===== config.mk =====
export PLATFORM = sky130hd
export DESIGN_NAME = muldiv_unit
export DESIGN_NICKNAME = d
export VERILOG_FILES = /design/src/rtl/muldiv_unit.sv
export SDC_FILE = /design/constraint.sdc
export NUM_CORES = 1
export LEC_CHECK = 0
export BUFFER_PORTS_ARGS = -buffer_cell sky130_fd_sc_hd__buf_2
export CAP_MARGIN = 20
export CORE_ASPECT_RATIO = 0.75
export CORE_UTILIZATION = 60
export CTS_BUF_LIST = sky130_fd_sc_hd__clkbuf_8
export DETAILED_ROUTE_END_ITERATION = 6
export PLACE_DENSITY = 0.79
export SYNTH_ARGS = -nofsm -noshare
export SYNTH_HDL_FRONTEND = slang
export SYNTH_SLANG_ARGS = --single-unit

===== constraint.sdc =====
create_clock -name clk -period 4.1 [get_ports clk]
set_input_delay 0.205 -clock clk [delete_from_list [all_inputs] [get_ports clk]]
set_output_delay 0.205 -clock clk [all_outputs]
set_load 0.1 [all_outputs]

===== src/rtl/muldiv_unit.sv =====
// Iterative MIPS multiply/divide unit holding HI/LO: shift-add MULT/MULTU, restoring DIV/DIVU.
// Result written 33 edges after an accepted start; start is ignored while busy, MTHI/MTLO write in one edge.
module muldiv_unit #(
  parameter int WIDTH = 32,
  parameter int CNT_W = 5
) (
  input  logic             clk,
  input  logic             reset,
  input  logic             start,
  input  logic [5:0]       func,
  input  logic [WIDTH-1:0] rs_in,
  input  logic [WIDTH-1:0] rt_in,
  output logic             busy,
  output logic             done,
  output logic [WIDTH-1:0] hi,
  output logic [WIDTH-1:0] lo
);

  localparam logic [5:0] F_MULT  = 6'h18;
  localparam logic [5:0] F_MULTU = 6'h19;
  localparam logic [5:0] F_DIV   = 6'h1A;
  localparam logic [5:0] F_DIVU  = 6'h1B;
  localparam logic [5:0] F_MTHI  = 6'h11;
  localparam logic [5:0] F_MTLO  = 6'h13;

  typedef enum logic [1:0] {IDLE, RUN, FIX} state_t;

  state_t             state;
  logic [CNT_W-1:0]   cnt;
  logic [WIDTH-1:0]   acc;
  logic [WIDTH-1:0]   mq;
  logic [WIDTH-1:0]   opnd;
  logic               is_div;
  logic               neg_q;
  logic               neg_r;
  logic               div_zero;

  logic               is_md;
  logic               is_div_op;
  logic               op_signed;
  logic               rs_neg;
  logic               rt_neg;
  logic [WIDTH-1:0]   rs_mag;
  logic [WIDTH-1:0]   rt_mag;
  logic [WIDTH-1:0]   addend;
  logic [WIDTH:0]     mul_sum;
  logic [WIDTH:0]     div_shift;
  logic [WIDTH:0]     div_diff;
  logic [2*WIDTH-1:0] prod;

  always_comb begin
    is_div_op = (func == F_DIV) || (func == F_DIVU);
    is_md     = is_div_op || (func == F_MULT) || (func == F_MULTU);
    op_signed = (func == F_MULT) || (func == F_DIV);
    rs_neg    = op_signed & rs_in[WIDTH-1];
    rt_neg    = op_signed & rt_in[WIDTH-1];
    rs_mag    = rs_neg ? -rs_in : rs_in;
    rt_mag    = rt_neg ? -rt_in : rt_in;
    // acc:mq is the running product (mult) or remainder:dividend/quotient (div)
    addend    = mq[0] ? opnd : '0;
    mul_sum   = {1'b0, acc} + {1'b0, addend};
    div_shift = {acc, mq[WIDTH-1]};
    div_diff  = div_shift - {1'b0, opnd};
    prod      = {acc, mq};
  end

  assign busy = (state != IDLE);

  always_ff @(posedge clk) begin
    if (reset) begin
      state    <= IDLE;
      cnt      <= '0;
      done     <= 1'b0;
      hi       <= '0;
      lo       <= '0;
      acc      <= '0;
      mq       <= '0;
      opnd     <= '0;
      is_div   <= 1'b0;
      neg_q    <= 1'b0;
      neg_r    <= 1'b0;
      div_zero <= 1'b0;
    end else begin
      done <= 1'b0;
      case (state)
        IDLE: begin
          if (start) begin
            if (is_md) begin
              state    <= RUN;
              cnt      <= '0;
              acc      <= '0;
              is_div   <= is_div_op;
              mq       <= is_div_op ? rs_mag : rt_mag;
              opnd     <= is_div_op ? rt_mag : rs_mag;
              neg_q    <= rs_neg ^ rt_neg;
              neg_r    <= rs_neg;
              div_zero <= (rt_in == '0);
            end else if (func == F_MTHI) begin
              hi <= rs_in;
            end else if (func == F_MTLO) begin
              lo <= rs_in;
            end
          end
        end
        RUN: begin
          cnt <= cnt + 1'b1;
          if (is_div) begin
            // restoring step: keep the subtraction only when it did not borrow
            if (!div_diff[WIDTH]) begin
              acc <= div_diff[WIDTH-1:0];
              mq  <= {mq[WIDTH-2:0], 1'b1};
            end else begin
              acc <= div_shift[WIDTH-1:0];
              mq  <= {mq[WIDTH-2:0], 1'b0};
            end
          end else begin
            acc <= mul_sum[WIDTH:1];
            mq  <= {mul_sum[0], mq[WIDTH-1:1]};
          end
          if (cnt == CNT_W'(WIDTH-1)) state <= FIX;
        end
        FIX: begin
          if (is_div) begin
            // divide by zero leaves acc = |rs|, so the remainder sign fix restores rs_in
            hi <= neg_r ? -acc : acc;
            lo <= div_zero ? '1 : (neg_q ? -mq : mq);
          end else begin
            {hi, lo} <= neg_q ? -prod : prod;
          end
          done  <= 1'b1;
          state <= IDLE;
        end
        default: state <= IDLE;
      endcase
    end
  end

endmodule


# ---- Word level (Yosys, flattened, before mapping)
# Index checks and enable logic that the tools add are counted.
dict set report word_totals {
  register_bits 172
  latch_bits 0
  mem_bits_rw 0
  rom_bits 0
  in_bits 73
  output_inout_bits 66
  n_memories 0
}
dict set report op_classes {
  n_addsub 8
  mul 0
  n_div 0
  n_lt_le_gt_ge 0
  n_eq_ne 16
  shift 0
  mux 38
  n_bitwise 3
  n_reduce_logical 14
}
# operator n
set ops {}
lappend ops {{$mux W32} 24}
lappend ops {{$pmux W32 S2} 4}
lappend ops {{$neg A32 Y32} 4}
lappend ops {{$mux W64} 1}
lappend ops {{$neg A64 Y64} 1}
lappend ops {{$eq A6 B5 Y1 const B} 6}
lappend ops {{$add A32 B32 Y33} 1}
lappend ops {{$sub A33 B32 Y33} 1}
lappend ops {{$logic_not A32 Y1} 1}
lappend ops {{$ne A2 B2 Y1 const B} 7}
lappend ops {{$mux W5} 2}
lappend ops {{$pmux W5 S2} 1}
lappend ops {{$reduce_and A3 Y1} 3}
lappend ops {{$mux W2} 3}
lappend ops {{$reduce_bool A2 Y1} 3}
lappend ops {{$add A5 B1 Y5 const B} 1}
lappend ops {{$eq A5 B5 Y1 const B} 1}
lappend ops {{$reduce_and A5 Y1} 1}
lappend ops {{$logic_or A1 B1 Y1} 4}
lappend ops {{$pmux W2 S2} 1}
lappend ops {{$reduce_and A4 Y1} 1}
lappend ops {{$and A1 B1 Y1} 2}
lappend ops {{$eq A2 B1 Y1 const B} 1}
lappend ops {{$eq A2 B2 Y1 const B} 1}
lappend ops {{other kinds (3)} 4}

# ---- Depth between registers and ports, before layout
# Gate-level depths: netlist of the first run.
dict set report logic_depth {
  word_depth 8
  depth_mapped 15
  ltp_nobuf 14
}

# ---- Worst setup path before layout of the first run
# No wires, ideal clock.
dict set report synth_timing {
  path_kind {register to register}
  start {reg mq[31]}
  end {reg acc[16]}
  setup_ns 0.122
  arrival_time_ns 2.982
  setup_slack_ns 0.996
  stages_incl_launch_ff 14
  path_buffers 1
  cell_sequence {dfxtp_1 inv_1 ha_1 fa_1 nand2b_1 a21oi_1 o41ai_2 o211ai_1 a21o_1 a211oi_1 a211oi_2 buf_2 mux2_2 a221o_1}
}
dict set report synth_via {
  elab_chain_len 4
}
# element line
set synth_rtl {}
lappend synth_rtl {{start, declared} 31} ;# logic [WIDTH-1:0] mq;
lappend synth_rtl {{start signal, assigned} 93} ;# mq <= is_div_op ? rs_mag : rt_mag;
lappend synth_rtl {{start signal, assigned} 111} ;# mq <= {mq[WIDTH-2:0], 1'b1};
lappend synth_rtl {{start signal, assigned} 114} ;# mq <= {mq[WIDTH-2:0], 1'b0};
lappend synth_rtl {{$sub A33 B32 Y33} 63} ;# div_diff = div_shift - {1'b0, opnd};
lappend synth_rtl {{$mux W32} 109} ;# if (!div_diff[WIDTH]) begin
lappend synth_rtl {{$mux W32} 107} ;# if (is_div) begin
lappend synth_rtl {{$pmux W32 S2} 85} ;# case (state)
lappend synth_rtl {{end signal, assigned} 110} ;# acc <= div_diff[WIDTH-1:0];
lappend synth_rtl {{end signal, assigned} 113} ;# acc <= div_shift[WIDTH-1:0];
lappend synth_rtl {{end signal, assigned} 117} ;# acc <= mul_sum[WIDTH:1];
lappend synth_rtl {{end, declared} 30} ;# logic [WIDTH-1:0] acc;
# No other way between the ends.
# A chain may end at the register's enable or synchronous reset.

# ---- Final worst setup path of the first run
dict set report layout_timing {
  start {reg mq[0]}
  end {reg acc[31]}
}
dict set report layout_via {
  elab_chain_len 4
}
# element line
set layout_rtl {}
lappend layout_rtl {{$mux W32} 60} ;# addend = mq[0] ? opnd : '0;
lappend layout_rtl {{$add A32 B32 Y33} 61} ;# mul_sum = {1'b0, acc} + {1'b0, addend};
lappend layout_rtl {{$mux W32} 107}
lappend layout_rtl {{$pmux W32 S2} 85}
# No other way between the ends.

==> results.md, run 1 <==
* Post-route setup TNS at 0 ns
* Ys async rst share at 0%
* CP max stage delay at 0.45 ns
* Unrepaired setup endpoints after global routing: no
* Critical setup path kind: flop to flop
* Share of cells above drive strength 1 at 12.3%
* Residual DRC at 32
* Mapped Nets at 2077
* Most frequent CP cell: o21ai_0
* PortBufs at 138
* Post-synthesis cell count at 1932
* Antenna diode count at 0
* Hold Path Depth at 3
* Crit path max-delay cell type: dfxtp_1
* Worst Path Required at 4.52 ns
* H-Tree Level Count at 4
* Die ar. at 0.0242 mm^2
* Yosys reg bits at 172
* Post-synth top cells: 242 x nor2_1, 204 x nand2_1, 172 x dfxtp_1, 164 x a21oi_1, 148 x o21ai_0
* Post-synthesis cell area at 0.0142 mm^2
* Yosys warns at 0
* Post-synthesis mux area share at 4.62%
* Vias per cell at 6.80
* R2r setup slk at 0.31 ns
* I/O pin count at 139
* Largest family of logic cells by synthesized area: compound AO/OA/AOI/OAI gates
* Post-synthesis simple-gate area fraction at 21.4%
* Core ar. at 0.0231 mm^2
* Outcome: complete, but fails checks
* Max Clock Freq at 264 MHz
* Die height at 135 um
* Reg2reg path depth at 14
* Post-Synth XOR/XNOR Area at 9.96%
* DRT Wirelength at 51300 um
* CTS Buffer Depth at 2
* Yosys top cell area share at 24.3%
* Clk sinks at 172
* Post-CTS setup buffers at 0
* Maximum VDD drop at 0.202 mV
* Vias in the first global route at 13300
* Worst hold slack at 0.0292 ns
* R2R Path Start: mq[0]
* Worst hold start: rs_in[18]
* Pin count of the biggest net entering global routing at 65
* Clk_skew at 0.0181 ns
* Fin area at 0.0155 mm^2
* Post-cts resize count at 0
* Arr. time, crit path at 4.21 ns
* Worst Path Max Fanout at 7
* Global-route usage over all layers at 41.4%
* Endpoint type of the worst setup path: flop
* Worst R2R End: acc[31]
* CTS root buf: clkbuf_8
* Starting density of the core at 61.4%
* Synth unique cells at 78
* CTS tree: built
* DIE WIDTH at 179 um
* Worst min path class: primary input to flop
* CP cell instances: and2_1 -> ha_1 -> inv_1 -> fa_1 -> nor2b_1 -> o31a_1 -> o41a_1 -> o21ai_0 -> o21a_1 -> a21o_1 -> o21ai_0 -> o21ai_0 -> o31a_1 -> a311oi_1
* Seq/Total Area, Yosys at 24.3%
* PwrDens at 322 mW/mm^2
* Rel. slew slack at 31.6%
* Initial antenna violation count at 0
* Adder-Cell Fraction of Synth Area at 6.47%
* Routed Antenna Nets at 0
* Ys flop type: dfxtp_1
* EDFF count, synth at 0
* Ranking of synthesized cells by area: dfxtp_1 24%, nor2_1 6.4%, xnor2_1 6.3%
* Layout area overhead at 9.35%
* FF+latch area at 0.00344 mm^2
* Multi-input gate area in the final layout at 0.0101 mm^2
* Clk_lat worst skew at 0.51 ns
* Via count at 15800
* Detailed Route Iter0 Violations at 2825
* Pin slew with the least headroom to its limit at 1.02 ns
* Final-report setup violation count at 0
* Final nets at 2153
* Hold endpoint: hi[18]
* Final period utilization at 92.5%
* Max Slew Vio Count at 0
* Routed len/inst at 22.1 um
* Synth Area in Compound Gates at 28.4%
* First drt pass iteration count at 7
* Top cell type by total area after synthesis: dfxtp_1
* Mean Syn Cell Area at 7.33 um^2
* CTS clock-pin slew for the worst setup and hold paths at 0.11 ns
* Fin. Hold Viols at 0
* Final min period at 3.79 ns
* Fill cells at 2078
* Global-route wire length before repair at 76300 um
* CP Launch Type: flop
* Total of max-cap violations at 0
* CTS Buf Count at 17
* Failing checks: design-rule violations
* Core Rows at 48
* Cts hold-fix bufs at 0
* DP Area at 0.0151 mm^2
* Count leader, synth: nor2_1
* Leak pwr at 6.14 nW
* HPWL after DPL at 38900 um
* GP Congestion at 1.04
* Global route overflow at 0
==> layout make-up <==
type                    instances  area share, %
clock buffers                  17           1.51
clock inverters                15          0.994
inverters                      55           1.33
multi-input cells            1585           65.0
flip-flops and latches        172           22.2
well taps                     300           2.42
repair buffers                177           6.45
==> worst max-delay path: cells and delay by family (launching register included) <==
family | cells | cell delay [ns]
fa+ha+maj | 2 | 0.58
buf+inv | 1 | 0.07
simple gates | 2 | 0.33
compound gates | 9 | 2.28
flops | 1 | 0.45
==> flip-flops by register name (all words and copies together) (netlist names) <==
name      cells
cnt           5
neg_r         1
done          1
neg_q         1
hi           32
opnd         32
lo           32
acc          32
div_zero      1
is_div        1
state         2
mq           32
==> cells in the final DEF (no fill, tap or decap), types with 5 or more instances in the layout <==
master	count
buf_2	137
ha_1	70
and3_1	21
o221ai_1	32
nor2b_1	13
a2111oi_0	8
o211ai_1	52
o21ai_0	148
or2_2	13
nand2_1	204
nor2_1	239
a21o_1	27
clkbuf_8	17
a21oi_1	164
nor4_1	16
xor2_1	59
o41ai_1	13
o21a_1	12
and2_1	9
a22oi_1	19
o21ai_1	6
inv_1	55
nand4_1	8
nand2b_1	23
a211oi_1	42
a31oi_1	14
or4_1	10
nor3_1	34
mux2i_1	62
xnor2_1	102
dfxtp_1	171
o31ai_1	23
inv_6	5
or3_1	16
a311oi_1	15
buf_4	39
nand3_1	32
==> cell families after synthesis <==
logic type	after synthesis
AND/OR/NAND/NOR	665
AO/OA/AOI/OAI	622
buffers and inverters	175
flip-flops	172
XOR/XNOR	161
adder cells (fa/ha/maj)	72
multiplexers	65
==> report_power, final <==
group | total (W) | switching (W) | leakage, nW | internal, W
Clock | 0.00127 | 0.000767 | 0.194 | 0.000503
Combinational | 0.00184 | 0.00117 | 4.55 | 0.000664
Sequential | 0.00187 | 0.000122 | 1.39 | 0.00175
Total | 0.00498 | 0.00206 | 6.14 | 0.00292
==> worst max path at each step <==
stage | start | endpoint | slack, ns | cells after the start
CTS | mq[0] | acc[31] | 0.40 | 14
detailed placement | mq[0] | acc[31] | 0.44 | 14
global route | acc[0] | acc[25] | 0.11 | 13
floorplan | mq[31] | acc[16] | 1.0 | 13
finish | mq[0] | acc[31] | 0.31 | 14
global placement | mq[0] | acc[31] | 0.54 | 14
==> stage by stage <==
stage          instances  power (W)  setup WS (ns)  utilization, %
3_3_place_gp        2289    0.00363          0.538            65.5
3_5_place_dp        2289    0.00366          0.437            65.5
6_report            2321    0.00498          0.307            67.1
2_1_floorplan       1932    0.00313          0.996               -
4_1_cts             2321    0.00488          0.404            67.1
5_1_grt             2321    0.00515          0.114            67.1
==> per-layer routing <==
metal  vias up  GRT usage (%)  part of all wire (%)
met5         -              0                     0
met2      1212           54.7                    38
li1       7177              -                     -
met3       137           12.9                    16
met4         0           12.8                   3.1
met1      7266           62.2                    42
(Power assumes the default switching activity.)
==> inputs of run 2 (changes only) <==
--- a/config.mk
+++ b/config.mk
@@ -11,7 +11,7 @@
 export CORE_UTILIZATION = 60
 export CTS_BUF_LIST = sky130_fd_sc_hd__clkbuf_8
 export DETAILED_ROUTE_END_ITERATION = 6
-export PLACE_DENSITY = 0.79
+export PLACE_DENSITY = 0.9
 export SYNTH_ARGS = -nofsm -noshare
 export SYNTH_HDL_FRONTEND = slang
 export SYNTH_SLANG_ARGS = --single-unit
==> run 2 against run 1 <==
The run still ends with design-rule violations left; core utilization fell by 0.076 points; cell area fell by 0.11%; global-route usage rose by 1.0 points; largest cell class unchanged; routed wire length rose by 1.1%.
==> results.md, run 2 (same netlist as run 1, synthesis figures left out) <==
* Unrepaired setup endpoints after global routing: no
* Outcome: complete, but fails checks
* Commonest non-fill, non-tap cell in the layout: nor2_1
* Worst Path Max Fanout at 14
* CTS tree: built
* Critical setup path kind: flop to flop
* Global-route usage over all layers at 42.4%
* First drt pass iteration count at 7
* Routing usage on met3 at 12.3%
* Non-filler instance count after layout at 2320
* GRT busiest layer: met1
* Total of max-cap violations at 0
* Placed cell count at 2288
* Maximum VDD drop at 0.224 mV
* Commonest non-fill, non-tap cells in the layout: 239 x nor2_1, 204 x nand2_1, 171 x dfxtp_1
* Max Clock Freq at 258 MHz
* Total power at 0.00496 W
* Post-route setup TNS at 0 ns
* Global-route track usage on met2 at 58.1%
* FF+latch area at 0.00344 mm^2
* CP cell instances: inv_1 -> nor2_1 -> ha_1 -> nor2b_1 -> o31a_1 -> o41a_1 -> o21ai_0 -> o21a_1 -> a21o_1 -> o21ai_0 -> o21ai_0 -> o31a_1 -> a311oi_1
* Die height at 135 um
* Cell family with the largest share of critical-path delay: compound AO/OA/AOI/OAI gates
* CTS clock-pin slew for the worst setup and hold paths at 0.10 ns
* Vias per cell at 6.85
* Fill cells at 2040
* Leak pwr at 6.13 nW
* Clk sinks at 172
* Global route overflow at 0
* Rel. slew slack at 29.0%
* Routed len/inst at 22.4 um
* Most frequent CP cell: o21ai_0
* Pin count of the biggest net entering global routing at 84
* Final-report setup violation count at 0
* PwrDens at 321 mW/mm^2
* CTS Buffer Depth at 2
* CTS Buf Count at 17
* Die ar. at 0.0242 mm^2
* Worst hold slack at 0.0216 ns
* CTS root buf: clkbuf_8
* CP Launch Type: flop
* Post-cts resize count at 0
* DRT Wirelength at 51900 um
* Worst min path class: primary input to flop
* Core Rows at 48
* Failing checks: design-rule violations
* PortBufs at 138
* Worst Path Required at 4.51 ns
* Final min period at 3.87 ns
* Fin. Hold Viols at 0
* Starting density of the core at 61.4%
* Core ar. at 0.0231 mm^2
* Global-route wire length before repair at 78300 um
* Vias in the first global route at 14000
* DIE WIDTH at 179 um
* H-Tree Level Count at 4
* Clk_lat worst skew at 0.51 ns
* Routed Antenna Nets at 0
* Multi-input gate area in the final layout at 0.0101 mm^2
* Cts hold-fix bufs at 0
* Post-CTS setup buffers at 0
* Residual DRC at 32
* GP Congestion at 1.04
* HPWL after DPL at 39300 um
* Core Util, Final at 67.1%
* Final period utilization at 94.4%
* Crit path max-delay cell type: o21ai_0
* Worst path bufs/invs at 1
* CP max stage delay at 0.44 ns
* I/O pin count at 139
* Final nets at 2152
* Arr. time, crit path at 4.28 ns
* Met1 usage at 62.3%
* Layout area overhead at 9.22%
* Detailed Route Iter0 Violations at 2600
* Antenna diode count at 0
* Endpoint type of the worst setup path: flop
* Via count at 15900
* Share of cells above drive strength 1 at 12.3%
* Clk_skew at 0.0172 ns
* Max Slew Vio Count at 0
* Initial antenna violation count at 0
* Pin slew with the least headroom to its limit at 1.07 ns
==> run 2: cell count changes in the layout (fill, tap and decap cells not counted), sizes merged <==
cell,previous run,this run
buf,177,176
clkinv,4,5
inv,63,62
==> run 2: layout make-up <==
| cell class | count | area share (%) |
|---|---|---|
| Multi-Input combinational cell | 1585 | 65.1 |
| Clock inverter | 15 | 1.01 |
| Clock buffer | 17 | 1.51 |
| Timing Repair Buffer | 176 | 6.33 |
| Inverter | 55 | 1.33 |
| Sequential cell | 172 | 22.3 |
| Tap cell | 300 | 2.43 |
==> run 2: final timing paths <==
path             start  endpoint  slack [ns]  depth (start not counted)
max              mq[0]   acc[31]        0.23                         13
max reg2reg      mq[0]   acc[31]        0.23                         13
min reg2reg      lo[6]     lo[6]        0.46                          2
min          rs_in[28]    hi[28]        0.02                          3
==> run 2: metal layers <==
layer | wire length, um | part of all wire [%] | up-vias
met5 | 0 | 0 | -
met2 | 20400 | 39 | 1160
met3 | 7880 | 15 | 156
met4 | 1610 | 3.1 | 0
li1 | - | - | 7169
met1 | 22000 | 42 | 7408
==> run 2: tightest hold or removal path: cells and delay by family <==
kind / cells / cell delay, ns
buf+inv: 1 / 0.15
simple gates: 1 / 0.06
compound gates: 1 / 0.07
==> run 2: metrics by stage <==
step / instance area (um^2) / setup WS (ns)
floorplan: 14200 / 0.996
global placement: 15100 / 0.490
detailed placement: 15100 / 0.369
CTS: 15500 / 0.309
global route: 15500 / 0.0276
finish: 15500 / 0.231
==> run 2: power breakdown <==
part | leakage (nW) | switching (W) | internal, W
Sequential | 1.39 | 0.000117 | 0.00175
Clock | 0.195 | 0.000757 | 0.000503
Combinational | 4.54 | 0.00117 | 0.000665
